### config.mk
export PLATFORM = sky130hd
export DESIGN_NAME = cp0_exception_commit
export DESIGN_NICKNAME = d
export VERILOG_FILES = /design/src/rtl/cp0_exception_commit.sv
export SDC_FILE = /design/constraint.sdc
export NUM_CORES = 1
export LEC_CHECK = 0
export CORE_ASPECT_RATIO = 0.75
export CORE_MARGIN = 8
export CORE_UTILIZATION = 39
export CTS_CLUSTER_DIAMETER = 150
export DETAILED_ROUTE_END_ITERATION = 10
export GPL_TIMING_DRIVEN = 0
export PLACE_DENSITY_LB_ADDON = 0.08
export RECOVER_POWER = 25
export SLEW_MARGIN = 25
export SYNTH_ARGS = -nofsm -noshare
export SYNTH_HDL_FRONTEND = slang
export SYNTH_SLANG_ARGS = --single-unit
### constraint.sdc
create_clock -name clk -period 1.65 [get_ports clk]
set_input_delay 0.165 -clock clk [delete_from_list [all_inputs] [get_ports clk]]
set_output_delay 0.165 -clock clk [all_outputs]
set_load 0.02 [all_outputs]
### src/rtl/cp0_exception_commit.sv
// CP0 exception/ERET commit: updates EPC/Cause/Status/BadVAddr, flushes the pipeline,
// then hands a redirect PC to IF over a valid/ready handshake.
module cp0_exception_commit #(
   parameter logic [31:0] EXC_VECTOR   = 32'hBFC0_0380,
   parameter int unsigned FLUSH_CYCLES = 2
) (
   input  logic        clk,
   input  logic        rst,
   input  logic        exc_req,
   input  logic [4:0]  exc_code,
   input  logic        exc_badvaddr_we,
   input  logic [31:0] exc_badvaddr,
   input  logic        eret_req,
   input  logic [31:0] vic_inst_addr,
   input  logic        vic_is_delayslot,
   input  logic [7:0]  exp_asid,
   input  logic [5:0]  hw_int,
   input  logic        cp0_we,
   input  logic [4:0]  cp0_waddr,
   input  logic [31:0] cp0_wdata,
   input  logic        redirect_ready,
   output logic        flush,
   output logic        redirect_valid,
   output logic [31:0] redirect_pc,
   output logic [31:0] status_o,
   output logic [31:0] cause_o,
   output logic [31:0] epc_o,
   output logic [31:0] badvaddr_o,
   output logic [7:0]  exc_asid_o,
   output logic        int_pending
);

   typedef enum logic [1:0] {IDLE, DRAIN, REDIRECT} state_t;

   // Status: IE=0, EXL=1, IM=15:8, BEV=22. Cause: ExcCode=6:2, IP=15:8, BD=31.
   localparam logic [31:0] STATUS_RESET = 32'h0040_0000;
   localparam logic [3:0]  FLUSH_LAST   = 4'(FLUSH_CYCLES - 1);

   state_t     state;
   logic [3:0] flush_cnt;
   logic       take_trap;
   logic       take_eret;

   assign int_pending = (|(cause_o[15:8] & status_o[15:8])) & status_o[0] & ~status_o[1];

   always_comb begin
      take_trap = 1'b0;
      take_eret = 1'b0;
      if (state == IDLE) begin
         take_trap = exc_req | int_pending;
         take_eret = ~take_trap & eret_req;
      end
   end

   always_ff @(posedge clk) begin
      // NOTE: every CP0 register is architecturally visible, so all of them are reset; no storage array here.
      if (rst) begin
         state          <= IDLE;
         flush_cnt      <= '0;
         flush          <= 1'b0;
         redirect_valid <= 1'b0;
         redirect_pc    <= '0;
         status_o       <= STATUS_RESET;
         cause_o        <= '0;
         epc_o          <= '0;
         badvaddr_o     <= '0;
         exc_asid_o     <= '0;
      end else begin
         if (cp0_we) begin
            unique case (cp0_waddr)
               5'd12:   status_o      <= cp0_wdata;
               5'd13:   cause_o[9:8]  <= cp0_wdata[9:8];
               5'd14:   epc_o         <= cp0_wdata;
               default: ;
            endcase
         end
         cause_o[15:10] <= hw_int;

         // NOTE: the commit updates below are written after MTC0 on purpose; with non-blocking
         // assignments the last write to a bit wins, which gives acceptance priority on the same edge.
         unique case (state)
            IDLE: begin
               if (take_trap) begin
                  if (!status_o[1]) begin
                     epc_o       <= vic_is_delayslot ? vic_inst_addr - 32'd4 : vic_inst_addr;
                     cause_o[31] <= vic_is_delayslot;
                  end
                  cause_o[6:2] <= exc_req ? exc_code : 5'd0;
                  status_o[1]  <= 1'b1;
                  exc_asid_o   <= exp_asid;
                  if (exc_req && exc_badvaddr_we) badvaddr_o <= exc_badvaddr;
                  redirect_pc  <= EXC_VECTOR;
               end else if (take_eret) begin
                  status_o[1]  <= 1'b0;
                  redirect_pc  <= epc_o;
               end
               if (take_trap || take_eret) begin
                  state     <= DRAIN;
                  flush     <= 1'b1;
                  flush_cnt <= FLUSH_LAST;
               end
            end
            DRAIN: begin
               if (flush_cnt == 4'd0) begin
                  state          <= REDIRECT;
                  flush          <= 1'b0;
                  redirect_valid <= 1'b1;
               end else begin
                  flush_cnt <= flush_cnt - 4'd1;
               end
            end
            REDIRECT: begin
               if (redirect_ready) begin
                  state          <= IDLE;
                  redirect_valid <= 1'b0;
               end
            end
            default: state <= IDLE;
         endcase
      end
   end

endmodule

Word level (Yosys, flattened, before mapping)
Cells that the tools add are included.

$add $sub $neg: 2. Bitwise logic cells: 7. Equality and inequality tests: 9. Reductions and logical operators: 18. Multiplexer cells: 29.

Operators by type and width (number): two-way mux 32 bit (8); subtractor 32 x 3 -> 32 bit, second input constant (1); AND reduction 3 bit (6); equality test 5 x 4 -> 1 bit, second input constant (3); two-way mux 2 bit (5); two-way mux 1 bit (9); bitwise AND 8 bit (1); two-way mux 4 bit (2); one-hot mux 4 bit (2 select lines) (1); AND reduction 2 bit (4); OR reduction 8 bit (1); != test 2 bit, second input constant (3); one-hot mux 2 bit (3 select lines) (1); nonzero test 2 bit (3); two-way mux 5 bit (1); logical NOT 4 bit (1); one-hot mux 1 bit (2 select lines) (2); subtractor 4 x 1 -> 4 bit, second input constant (1); bitwise AND 1 bit (3); equality test 2 x 1 -> 1 bit, second input constant (1); equality test 2 bit, second input constant (1); logical NOT 2 bit (1); != test 2 x 1 -> 1 bit, second input constant (1); NOT 1 bit (2); 3 further kinds (3).

Word-level logic and storage cells: 79. Output and inout port bits: 171. Flip-flop bits (word level): 158.

Logic depth before layout (Yosys ltp)
Depth in word-level cells: 11. Gate-level depth with buffers: 8. Mapped depth without buffers: 7.

Worst setup path before layout
Ideal clock, no wire load.

Path kind: flip-flop to flip-flop. Start point: register cause_o[13]. End point: register redirect_pc[0]. Slack: -0.056 ns. Data required time: 1.591 ns. Stages on the path, launching flop included: 8. Arrival: 1.647 ns. Clock period less this slack: 1.706 ns. Library setup time: 0.059 ns. Cell sequence: dfxtp_1 a22oi_1 nand2_1 o21ai_4 inv_1 nor3_2 buf_2 a22o_1.

Word-level cells in the longest chain between the ends: 10.

Ends and longest elaborated chain: from (decl) (RTL line 26) `output logic [31:0] cause_o,`; from (signal assigned) (RTL line 77) `cause_o[15:10] <= hw_int;`; bitwise AND 8 bit (*) (RTL line 44) `assign int_pending = (|(cause_o[15:8] & status_o[15:8])) & status_o[0] & ~status_o[1];`; OR reduction 8 bit (*) (RTL line 44); bitwise AND 1 bit (*) (2 in series) (RTL line 44); net int_pending (RTL line 30) `output logic int_pending`; OR 1 bit (*) (RTL line 50) `take_trap = exc_req | int_pending;`; NOT 1 bit (RTL line 51) `take_eret = ~take_trap & eret_req;`; bitwise AND 1 bit (RTL line 51); two-way mux 1 bit (RTL line 49) `if (state == IDLE) begin`; nonzero test 2 bit (no line); AND reduction 2 bit (no line); to (signal assigned) (RTL line 95) `redirect_pc <= epc_o;`; to (decl) (RTL line 24) `output logic [31:0] redirect_pc,`.

The timed path passes the listed nets; every way through them passes the cells marked *. A chain may end at the register's enable or synchronous reset.

Worst setup path in the final report
Start point: register cause_o[14]. End point: register redirect_pc[22].

Word-level cells in the longest chain between the ends: 10.

Ends and longest elaborated chain (RTL line): bitwise AND 8 bit (*) (44); OR reduction 8 bit (*) (44); bitwise AND 1 bit (*) (2 in series) (44); OR 1 bit (*) (50); NOT 1 bit (51); bitwise AND 1 bit (51); two-way mux 1 bit (49); nonzero test 2 bit (no line); AND reduction 2 bit (no line).

Every way passes the cells marked *; elsewhere a longest branch is shown, timed or not.

==> summary.md <==
| Metric | Value |
|---|---|
| Wire length of the first global-routing pass | roughly 40,000 um |
| Result of the run | complete, but fails checks |
| Critical R2R Launch | cause_o[14] |
| Residual antenna-violating net count after detailed routing | 0 |
| Prevailing post-synth register cell | dfxtp_1 |
| Final instance area | 11,540 sq um |
| Post-synth top area share | 45.31% |
| Seq/Total Area, Yosys | 45.31% |
| Vias per cell | 5.114 |
| R2R depth | 8 |
| Number of stages on the worst hold path | 3 |
| Area growth syn-to-layout | 65.39% |
| Setup TNS | -3.711 ns |
| # fillers | ~1,500 |
| WL per Instance | 19.47 um |
| CTS H-Tree Depth | 4 |
| Sequential share of power | 35.1% |
| Routability cong. | 0.8523 |
| CTS clock-pin slew for the worst setup and hold paths | 0.06 ns |
| F_max | 552.7 MHz |
| # nets final | 1,245 |
| Clk Latency, worst-skew pair | 0.44 ns |
| Vias | about 7,000 |
| Synthesis-stage register bit count | 158 |
| Crit path launch type | register |
| Clk sinks | between 150 and 200 |
| Count of synthesis-stage warnings from yosys | 0 |
| Number of CTS-inserted buffers | 17 |
| Ports placed on the boundary | 299 |
| Rows | 42 |
| Final cycle utilization of the critical path | 109.6% |
| Chip width | 170.5 um |
| Synthesized netlist cell count | 774 |
| Core area | 17,600 sq um |
| Final critical-path required period | 1.809 ns |
| Register-to-Register Setup Slack | -0.16 ns |
| Endpoint class of the critical path | register |
| Maximum net fanout on the critical path | 5 |
| Clock Root Buffer | clkbuf_16 |
| Total power density per cell area | 1171 nW/um^2 |
| Unique masters post-synth | 56 |
| Hold Path Origin | vic_is_delayslot |
| CTS tree | built |
| Startpoint-to-endpoint class of the critical path | register to register |
| Hold Path Sink | cause_o[31] |
| Estimated wirelength of the detail-placed design | 19,770 um |
| Initial antenna violation count | 1 |
| Worst Max-Slew Pin Slew | about 0.76 ns |
| Switch Pwr | 4.423 mW |
| Hold buffers post-CTS | 0 |
| Most frequent standard cell in the layout excluding fill and tap cells | clkdlybuf4s50_1 |
| Final hold violation count | 0 |
| Combinational share of power | 33.2% |
| Post-synth top area cell | dfxtp_1 |
| Static leakage power | 4.487 nW |
| Detailed Route WL | 26,680 um |
| DRC errors left | 0 |
| Top area cells in the synthesized netlist | dfxtp_1, nand2_1, a21oi_1 |
| Critical path arrival | 2.14 ns |
| Largest net degree at the start of global routing | 17 |
| Average cell area after synthesis | 9.019 sq um |
| Total of max-cap violations | 0 |
| Clock Skew | ~0.010 ns |
| Violations in the final reports | setup timing |
| EDFF count, synth | 0 |
| Chip Height | ~130 um |
| Violation count after the first detailed-routing iteration | 515 |
| Relative slew slack | 49.39% |
| Maximum clock insertion buffer count | 2 |
| Clock network power share | 31.7% |
| Class of the worst hold path | primary input to register |
| Internal power contribution | 9.095 mW |
| Power Total | approximately 14 mW |
| Area of the mapped netlist | 6980 sq um |
| Area of the die | 22,480 sq um |
| Worst supply voltage drop on vdd | 0.0007188 V |
| Destination of the worst register-to-register timing path | redirect_pc[22] |
| Final WS setup | -0.1592 ns |
| Buffers added on ports | 279 |
| Number of pins exceeding their max-slew limit in the final report | 0 |
| Final setup viols | 56 |
| Critical Path RT | a little under 2 ns |
| Placed Area | 10,160 sq um |
| Fraction of layout cells with a size suffix above 1 | 21.47% |
| Commonest non-fill, non-tap cells in the layout | clkdlybuf4s50_1, nand2_1, dfxtp_1, a21oi_1, buf_4 |
| GRT Util Overall | a little under a quarter |
| RSZ-0062 raised after global routing | yes |
| Number of detailed-route iterations in the first pass | 5 |
| Initial core utilization | 39.65% |
| Overflow after GRT | 0 |
| Vias in the first global route | 6,882 |
| Async set or reset register ratio after synthesis | 0% |
| Sw frac | 32.72% |
## synth_stat cells (all sizes together), types with 4 or more instances
library cell,number
nor4,11
o221a,12
nor3b,4
a22o,20
clkbuf,28
nand2b,4
a22oi,9
dfxtp,158
mux2,33
inv,12
xnor2,22
nor3,37
nand3,15
o21ai,6
nor2b,8
nor2,23
a21oi,88
o31ai,16
nand2,154
buf,45
mux2i,12
o41ai,4
a211oi,17
## worst max path at each step
stage / startpoint / end / cells past startpoint / slack, ns
after global routing: cause_o[14] / redirect_pc[29] / 8 / -0.26
after global placement: cp0_we / epc_o[23] / 7 / -0.75
final: cause_o[14] / redirect_pc[22] / 8 / -0.16
after detailed placement: cp0_we / epc_o[23] / 7 / -0.74
after floorplan: cause_o[13] / epc_o[1] / 6 / -0.009
after CTS: cause_o[13] / int_pending / 5 / -0.17
## cells by family after synthesis
family / Yosys count / synth area share (%)
AOI/OAI and AO/OA: 185 / 18.14
and+or+nand+nor: 272 / 19.57
buffers and inverters: 85 / 6.202
other: 1 / 0.05372
adders and majority gates: 3 / 0.5378
DFF: 158 / 45.31
muxes: 45 / 7.044
xor gates and xnor gates: 25 / 3.137
## cell type report
cell class	count	area (sq um)	share of cell area [%]
multi-input cells	548	3776	32.71
flip-flops and latches	158	3179	27.54
repair buffers	305	3074	26.63
plain buffers	72	530.5	4.595
clock buffers	20	446.7	3.869
well taps	242	302.8	2.623
clock inverters	12	185.2	1.604
inverters	12	47.55	0.4118
diodes	1	2.502	0.02168
## power groups by stage
stage	Sequential, mW	Combinational (mW)	Clock [mW]
6_report	4.75	4.48	4.29
5_1_grt	4.81	4.77	4.51
4_1_cts	4.73	4.29	4.34
3_5_place_dp	4.77	3.95	0
3_3_place_gp	4.77	3.93	0
2_1_floorplan	5.26	1.63	0
## worst max-delay path, cell delays in order, from the launching register on
cell and delay (ns):
dfxtp_2 0.33, a22oi_2 0.29, nand2_2 0.13, o21ai_4 0.18, buf_6 0.15, nand4_1 0.11, buf_6 0.17, buf_6 0.13
o221a_4 0.20
## layer usage
layer / vias up / part of all wire (%) / GRT usage [%]
met5: - / 0 / 0
met2: 278 / 44 / 35.20
li1: 3390 / - / -
met4: 0 / 2.0 / 7.924
met1: 3304 / 45 / 28.88
met3: 34 / 9.0 / 7.690
## metrics by stage
| step | hold slack, ns | setup slack [ns] | std cells | utilization, % |
|---|---|---|---|---|
| 3_3_place_gp | 0.4415 | -0.7478 | 1312 | 57.72 |
| 5_1_grt | 0.09539 | -0.2647 | 1370 | 65.58 |
| 2_1_floorplan | 0.2893 | -0.008582 | 791 | - |
| 3_5_place_dp | 0.4471 | -0.7446 | 1312 | 57.72 |
| 6_report | 0.08977 | -0.1592 | 1370 | 65.58 |
| 4_1_cts | 0.1285 | -0.1748 | 1356 | 63.53 |
## state kept, by name (all words and copies together), names as in the netlist, 2 cells and up
signal,flops
exc_asid_o,8
redirect_pc,32
badvaddr_o,32
flush_cnt,4
state,2
status_o,32
cause_o,14
epc_o,32
## what timing repair did
action                                 in CTS  in global routing
endpoints found under the hold margin       0                  0
gates resized for setup                    91                 96
pin swaps                                  20                 17
setup endpoints to repair                 148                148
gates cloned                                3                  4
buffers inserted                           10                 10
(Power assumes the default switching activity.)
